[src/rtl/hazard_tracker.sv]
// Hazard unit for the five-stage MIPS core: shadows in-flight writers in E/M/W,
// derives the D-stage stall and every forwarding select from their T_new.
module hazard_tracker (
  input  logic       clk,
  input  logic       reset_n,
  input  logic [4:0] D_rs,
  input  logic [4:0] D_rt,
  input  logic [2:0] D_T_use_rs,
  input  logic [2:0] D_T_use_rt,
  input  logic [4:0] D_Addr_W,
  input  logic       D_WriteEn,
  input  logic [2:0] D_T_new,
  output logic       stall,
  output logic [1:0] fwd_D_rs,
  output logic [1:0] fwd_D_rt,
  output logic [1:0] fwd_E_rs,
  output logic [1:0] fwd_E_rt,
  output logic [1:0] fwd_M_rt
);

  logic [4:0] r_e_addr, r_e_rs, r_e_rt;
  logic       r_e_we;
  logic [2:0] r_e_tnew;
  logic [4:0] r_m_addr, r_m_rt;
  logic       r_m_we;
  logic [2:0] r_m_tnew;
  logic [4:0] r_w_addr;
  logic       r_w_we;
  logic [2:0] r_w_tnew;

  logic [2:0] w_d_rs, w_d_rt;

  function automatic logic [2:0] dec_sat(input logic [2:0] t);
    return (t == 3'd0) ? 3'd0 : t - 3'd1;
  endfunction

  function automatic logic hit(input logic we, input logic [4:0] addr, input logic [4:0] r);
    return we && (r != 5'd0) && (addr == r);
  endfunction

  // Youngest matching slot decides both stall and select; an older producer
  // behind a still-pending younger writer is never used.
  function automatic logic [2:0] d_src(input logic he, input logic hm, input logic hw,
                                       input logic [2:0] te, input logic [2:0] tm,
                                       input logic [2:0] tw, input logic [2:0] tuse);
    logic [2:0] res;
    res = 3'b000;
    if (he)      res = {te > tuse, (te == 3'd0) ? 2'd1 : 2'd0};
    else if (hm) res = {tm > tuse, (tm == 3'd0) ? 2'd2 : 2'd0};
    else if (hw) res = {tw > tuse, (tw == 3'd0) ? 2'd3 : 2'd0};
    return res;
  endfunction

  function automatic logic [1:0] down_src(input logic hm, input logic hw,
                                          input logic [2:0] tm, input logic [2:0] tw);
    logic [1:0] sel;
    sel = 2'd0;
    if (hm)      sel = (tm == 3'd0) ? 2'd2 : 2'd0;
    else if (hw) sel = (tw == 3'd0) ? 2'd3 : 2'd0;
    return sel;
  endfunction

  always_comb begin
    w_d_rs = d_src(hit(r_e_we, r_e_addr, D_rs), hit(r_m_we, r_m_addr, D_rs),
                   hit(r_w_we, r_w_addr, D_rs), r_e_tnew, r_m_tnew, r_w_tnew, D_T_use_rs);
    w_d_rt = d_src(hit(r_e_we, r_e_addr, D_rt), hit(r_m_we, r_m_addr, D_rt),
                   hit(r_w_we, r_w_addr, D_rt), r_e_tnew, r_m_tnew, r_w_tnew, D_T_use_rt);
    stall    = w_d_rs[2] | w_d_rt[2];
    fwd_D_rs = w_d_rs[1:0];
    fwd_D_rt = w_d_rt[1:0];
    fwd_E_rs = down_src(hit(r_m_we, r_m_addr, r_e_rs), hit(r_w_we, r_w_addr, r_e_rs),
                        r_m_tnew, r_w_tnew);
    fwd_E_rt = down_src(hit(r_m_we, r_m_addr, r_e_rt), hit(r_w_we, r_w_addr, r_e_rt),
                        r_m_tnew, r_w_tnew);
    fwd_M_rt = (hit(r_w_we, r_w_addr, r_m_rt) && (r_w_tnew == 3'd0)) ? 2'd3 : 2'd0;
  end

  always_ff @(posedge clk or negedge reset_n) begin
    if (!reset_n) begin
      r_e_addr <= '0; r_e_we <= 1'b0; r_e_tnew <= '0; r_e_rs <= '0; r_e_rt <= '0;
      r_m_addr <= '0; r_m_we <= 1'b0; r_m_tnew <= '0; r_m_rt <= '0;
      r_w_addr <= '0; r_w_we <= 1'b0; r_w_tnew <= '0;
    end else begin
      if (stall) begin
        r_e_addr <= '0; r_e_we <= 1'b0; r_e_tnew <= '0; r_e_rs <= '0; r_e_rt <= '0;
      end else begin
        r_e_addr <= D_Addr_W;
        r_e_we   <= D_WriteEn;
        r_e_tnew <= dec_sat(D_T_new);
        r_e_rs   <= D_rs;
        r_e_rt   <= D_rt;
      end
      r_m_addr <= r_e_addr;
      r_m_we   <= r_e_we;
      r_m_tnew <= dec_sat(r_e_tnew);
      r_m_rt   <= r_e_rt;
      r_w_addr <= r_m_addr;
      r_w_we   <= r_m_we;
      r_w_tnew <= dec_sat(r_m_tnew);
    end
  end

endmodule

[config.mk]
export PLATFORM = sky130hd
export DESIGN_NAME = hazard_tracker
export DESIGN_NICKNAME = d
export VERILOG_FILES = /design/src/rtl/hazard_tracker.sv
export SDC_FILE = /design/constraint.sdc
export NUM_CORES = 1
export LEC_CHECK = 0
export ABC_CLOCK_PERIOD_IN_PS = 2100
export CAP_MARGIN = 20
export CELL_PAD_IN_SITES_DETAIL_PLACEMENT = 1
export CELL_PAD_IN_SITES_GLOBAL_PLACEMENT = 2
export CORE_MARGIN = 8
export CORE_UTILIZATION = 31
export DETAILED_ROUTE_END_ITERATION = 8
export HOLD_SLACK_MARGIN = 0.15
export PLACE_DENSITY_LB_ADDON = 0.1
export SLEW_MARGIN = 10
export SYNTH_ARGS = -nofsm -noshare
export SYNTH_HDL_FRONTEND = slang
export SYNTH_SLANG_ARGS = --single-unit
[constraint.sdc]
create_clock -name clk -period 2.1 [get_ports clk]
set_clock_uncertainty 0.2 [all_clocks]
set_input_delay 0.21 -clock clk [delete_from_list [all_inputs] [get_ports clk]]
set_output_delay 0.21 -clock clk [all_outputs]
set_load 0.01 [all_outputs]
**After elaboration in Yosys (flattened, before gate mapping)**

Index checks and enable logic that the tools add are counted.
W data, S select, Z words.

- Add/sub/neg operators: 3
- $lt $le $gt $ge: 6
- Eq/ne operators: 11
- Mux-type cells: 22
- Bitwise operators: 1
- Reduce and logical (&&, ||, !) cells: 32

Operators by type and width:

| operator | count |
|---|---|
| $eq A5 B5 Y1 | 11 |
| $mux W3 | 10 |
| $reduce_bool A5 Y1 | 5 |
| $logic_and A1 B1 Y1 | 23 |
| $gt A3 B3 Y1 | 6 |
| $mux W5 | 3 |
| $mux W2 | 7 |
| $logic_not A3 Y1 | 4 |
| $sub A3 B1 Y3 const B | 3 |
| $mux W1 | 2 |
| $or A1 B1 Y1 | 1 |

- Register bits: 42
- Input port bits: 27
- Output and inout bits: 11
- Logic and storage cells: 87

**Logic depth before layout (Yosys ltp)**

- Depth in word-level cells: 8
- Gate-level depth with buffers: 9
- Mapped depth without buffers: 8

**Worst setup path after synthesis**

No wires, ideal clock.

- Path type: register -> output
- Start point: register r_m_addr[0]
- End point: output port stall
- Arrival: 1939 ps
- Data required time: 1690 ps
- Setup slack: -249 ps
- Cell stages (with the launch flop): 8
- Path buffers: 1
- Cell sequence: dfrtp_1 xor2_1 nor4_1 nand3_1 or4_1 a21oi_2 buf_4 or2_1

- Word-level cells in the longest chain between the ends: 5
- Elaborated cells between the ends (all ways): 9
- Classes of those cells: 2 x eq/ne; 4 x mux; 1 x bitwise; 2 x reduce/logical

Ends and longest elaborated chain:

| what | RTL line | RTL |
|---|---|---|
| start, declared | 24 | `logic [4:0] r_m_addr, r_m_rt;` |
| start signal, assigned | 93 | `r_m_addr <= r_e_addr;` |
| $eq A5 B5 Y1 | 38 | `return we && (r != 5'd0) && (addr == r);` |
| $logic_and A1 B1 Y1 | 38 |  |
| $mux W3 | 49 | `else if (hm) res = {tm > tuse, (tm == 3'd0) ? 2'd2 : 2'd0};` |
| $mux W3 | 48 | `if (he) res = {te > tuse, (te == 3'd0) ? 2'd1 : 2'd0};` |
| $or A1 B1 Y1 * | 68 | `stall = w_d_rs[2] \| w_d_rt[2];` |
| end, declared | 13 | `output logic stall,` |

Every way passes the cells marked *; elsewhere a longest branch is shown, timed or not.

**Final worst setup path**

- Start point: input port D_rt[0]
- End point: output port stall

- Word-level cells in the longest chain between the ends: 7
- Elaborated cells between the ends (all ways): 14
- Classes of those cells: 3 x eq/ne; 3 x mux; 1 x bitwise; 7 x reduce/logical

Ends and longest elaborated chain:

| what | RTL line | RTL |
|---|---|---|
| start, declared | 7 | `input logic [4:0] D_rt,` |
| $reduce_bool A5 Y1 | 38 |  |
| $logic_and A1 B1 Y1 (2 in a row) | 38 |  |
| $mux W3 | 50 | `else if (hw) res = {tw > tuse, (tw == 3'd0) ? 2'd3 : 2'd0};` |
| $mux W3 | 49 |  |
| $mux W3 * | 48 |  |
| $or A1 B1 Y1 * | 68 |  |

Marks and branches as above.

==> metrics.md <==
| Metric | Value |
|---|---|
| Status | `finished with violations` |
| Failing checks | `setup timing` |
| Peak VDD IR | `between 300 and 400 µV` |
| R2R Path End | `r_e_rt[0]` |
| Fraction of synthesized cell area in xor and xnor cells | `0.170` |
| Grt ovf | `0` |
| CP max stage cell | `or4_4` |
| Port Buffers | `37` |
| IO Count | `38` |
| Die Y-Extent | `around 110 µm` |
| Area growth, synth to finish | `60.3%` |
| Total number of vias | `2,364` |
| Starting DRC count in detailed routing | `64` |
| Initial antenna violation count | `0` |
| Adder-cell share of the synthesized area | `0.115` |
| Crit path largest cell delay | `about 0.54 ns` |
| CP cell instances | `clkdlybuf4s50_1 > or4_4 > nor2_4 > nor4_2 > buf_4 > nand4b_1 > o311ai_4 > or2_4 > buf_6` |
| Final Power | `approximately 2.2 mW` |
| Seq/Total Area, Yosys | `0.401` |
| Main combinational cell family by area after synthesis | `simple AND/OR/NAND/NOR gates` |
| Final setup viols | `30` |
| Worst-Margin Slew | `approximately 0.50 ns` |
| Gr busiest metal | `met2` |
| Rel. slew slack | `0.663` |
| Clk buf depth | `2` |
| Initial Utilization | `0.319` |
| Critical Path AT | `2.30 ns` |
| Final hold vios | `0` |
| H-tree lvl count | `2` |
| Die outline area | `roughly 0.012 mm²` |
| Met1 Use GR | `0.208` |
| Worst Setup End Kind | `primary output` |
| Wirelength per Cell | `18.8 µm` |
| Max cap viols | `0` |
| Syn avg cell area | `approximately 10 µm²` |
| Largest net degree at the start of global routing | `25` |
| Core footprint | `around 0.0082 mm²` |
| Antenna diodes | `0` |
| Flop2flop setup slack | `-0.32 ns` |
| Worst r2r path cells | `9` |
| # clock sinks | `between 40 and 50` |
| Most common cell after layout, fill and taps aside | `buf_4` |
| Mapped Area | `0.00262 mm²` |
| Finished Layout Cells | `roughly 490` |
| Most frequent cells in the layout | `69 x buf_4, 39 x dfrtp_1, 25 x xor2_1, 24 x ha_1, 20 x xnor2_1` |
| Critical path class | `in -> out` |
| Leak | `~1.9 nW` |
| Clock Pin Slew Worst Setup and Hold Paths | `~0.09 ns` |
| Nets | `432` |
| PD cells | `around 530 mW/mm²` |
| Gr usage total | `0.158` |
| Predominant post-synthesis flop cell | `dfrtp_1` |
| Mux contribution to synthesized area | `0` |
| Worst-skew pair later-pin latency | `around 0.30 ns` |
| Syn Nets | `307` |
| Synth warnings | `0` |
| Global-route met3 utilization | `0.0303` |
| Post-synth EDFFs | `0` |
| Post-synth cell types | `41` |
| DR DRC count | `0` |
| Worst setup SP type | `input port` |
| Synth Area in Simple Gates | `0.189` |
| DRT Wirelength | `9140 µm` |
| Drt pass-1 iters | `4` |
| Cells after synthesis | `roughly 260` |
| Cell row count | `33` |
| Yosys reg bits | `42` |
| Number of global-route vias before repair | `between 2k and 3k` |
| Post-synth ARST share | `1.00` |
| Fmax | `around 370 MHz` |
| First-pass GRT wire length | `14,200 µm` |
| Vias per inst | `slightly below 5` |
| CTS buffer count | `5` |
| Root Driver | `clkbuf_8` |
| Placed Cells incl. Taps | `about 460` |
| Worst hold path class | `in -> async` |
| Minimum clock period | `between 2 and 3 ns` |
| Fin worst setup slack | `-0.608 ns` |
| Post-route ant nets | `0` |
| Placer Congestion | `0.752` |
| DP Wirelength | `roughly 6600 µm` |
| Max-slew violations | `0` |
| Share of cells above drive strength 1 | `0.411` |
| Compound-Gate Fraction of Synth Area | `0.0764` |
| RSZ-0062 raised after global routing | `yes` |
| Die Width | `108 µm` |
| Worst r2r src | `r_w_tnew[1]` |
| Part of the cycle the worst path needs | `1.29` |
| CTS tree | `built` |
| GR Util met2 | `0.259` |
| CP max FO | `3` |
| Req. time, crit path | `around 1.7 ns` |
per-stage QoR:
| stage | hold slack [ns] | TNS (ns) | instance area [µm²] | worst slack (ns) | utilization |
|---|---|---|---|---|---|
| final | 0.196 | -9.09 | 4200 | -0.608 | 0.511 |
| after global routing | 0.185 | -12.47 | 4200 | -0.705 | 0.511 |
| after global placement | -0.00378 | -17.62 | 3620 | -0.981 | 0.441 |
| after floorplan | -0.286 | -1.65 | 2630 | -0.220 | - |
| after detailed placement | 0.00581 | -18.24 | 3620 | -0.989 | 0.441 |
| after CTS | 0.175 | -8.67 | 3970 | -0.570 | 0.483 |
cell families after synthesis:
logic type / count (synthesis)
simple gates: 79
xor+xnor: 51
flops: 42
compound gates: 30
buf+inv: 30
fa+ha+maj: 24
power by group:
group / switching [mW] / internal [mW] / leakage, nW / total, mW
clock: 0.301 / 0.234 / 0.0483 / 0.536
sequential: 0.0671 / 0.874 / 0.497 / 0.941
combinational: 0.344 / 0.397 / 1.39 / 0.741
total: 0.712 / 1.51 / 1.93 / 2.22
registers in the layout (all words and copies together) (netlist names):
register  flops
r_m_rt        5
r_e_rt        5
r_e_addr      5
r_m_tnew      3
r_w_tnew      3
r_m_addr      5
r_e_we        1
r_e_rs        5
r_m_we        1
r_w_we        1
r_e_tnew      3
r_w_addr      5
metal layers:
| layer | vias to the layer above | wire length (µm) |
|---|---|---|
| li1 | 1139 | - |
| met1 | 1180 | 4330 |
| met2 | 37 | 4440 |
| met3 | 8 | 272 |
| met4 | 0 | 98 |
| met5 | - | 0 |
how the worst max path moves through the flow:
stage,start,end,slack (ns),cells past startpoint
3_3_place_gp,D_rt[4],stall,-0.98,9
6_report,D_rt[0],stall,-0.61,9
5_1_grt,r_m_addr[4],stall,-0.71,9
4_1_cts,r_m_addr[0],stall,-0.57,9
2_1_floorplan,r_m_addr[0],stall,-0.22,7
3_5_place_dp,D_rt[4],stall,-0.99,9
layout make-up:
| class | count | area, µm² |
|---|---|---|
| fill | 913 | 4020 |
| multi-input combinational | 184 | 1730 |
| timing repair buffer | 128 | 1120 |
| sequential | 42 | 1050 |
| tap | 105 | 131 |
| inverter | 20 | 75.1 |
| clock buffer | 5 | 68.8 |
| clock inverter | 3 | 18.8 |
cell usage after synthesis (3+ instances only):
master	number	area [µm²]
a21o_1	3	22.5
a21oi_1	3	15.0
a32oi_1	3	26.3
buf_4	3	22.5
clkbuf_1	5	18.8
dfrtp_1	42	1050
ha_1	24	300
inv_1	20	75.1
nand2_1	7	26.3
nand3_1	6	30.0
nand4_1	5	31.3
nor2_1	8	30.0
nor2b_1	5	31.3
nor3_1	4	20.0
nor3b_1	16	120
nor4_1	9	56.3
o21ai_0	9	45.0
or4_1	7	52.6
xnor2_1	24	210
xor2_1	27	236
critical path: cells and delay by family:
kind | cells | cell delay [ns]
buf+inv | 3 | 0.77
compound gates | 1 | 0.13
simple gates | 5 | 1.18
timing repair:
item | CTS | global route
hold buffers | 1 | 0
setup buffers | 10 | 11
gates cloned | 2 | 0
hold endpoints to repair | 42 | 0
endpoints found under the setup margin | 30 | 30
gates resized for setup | 103 | 30
pin swaps | 20 | 20
No activity file was read; power rests on OpenSTA's default activity.
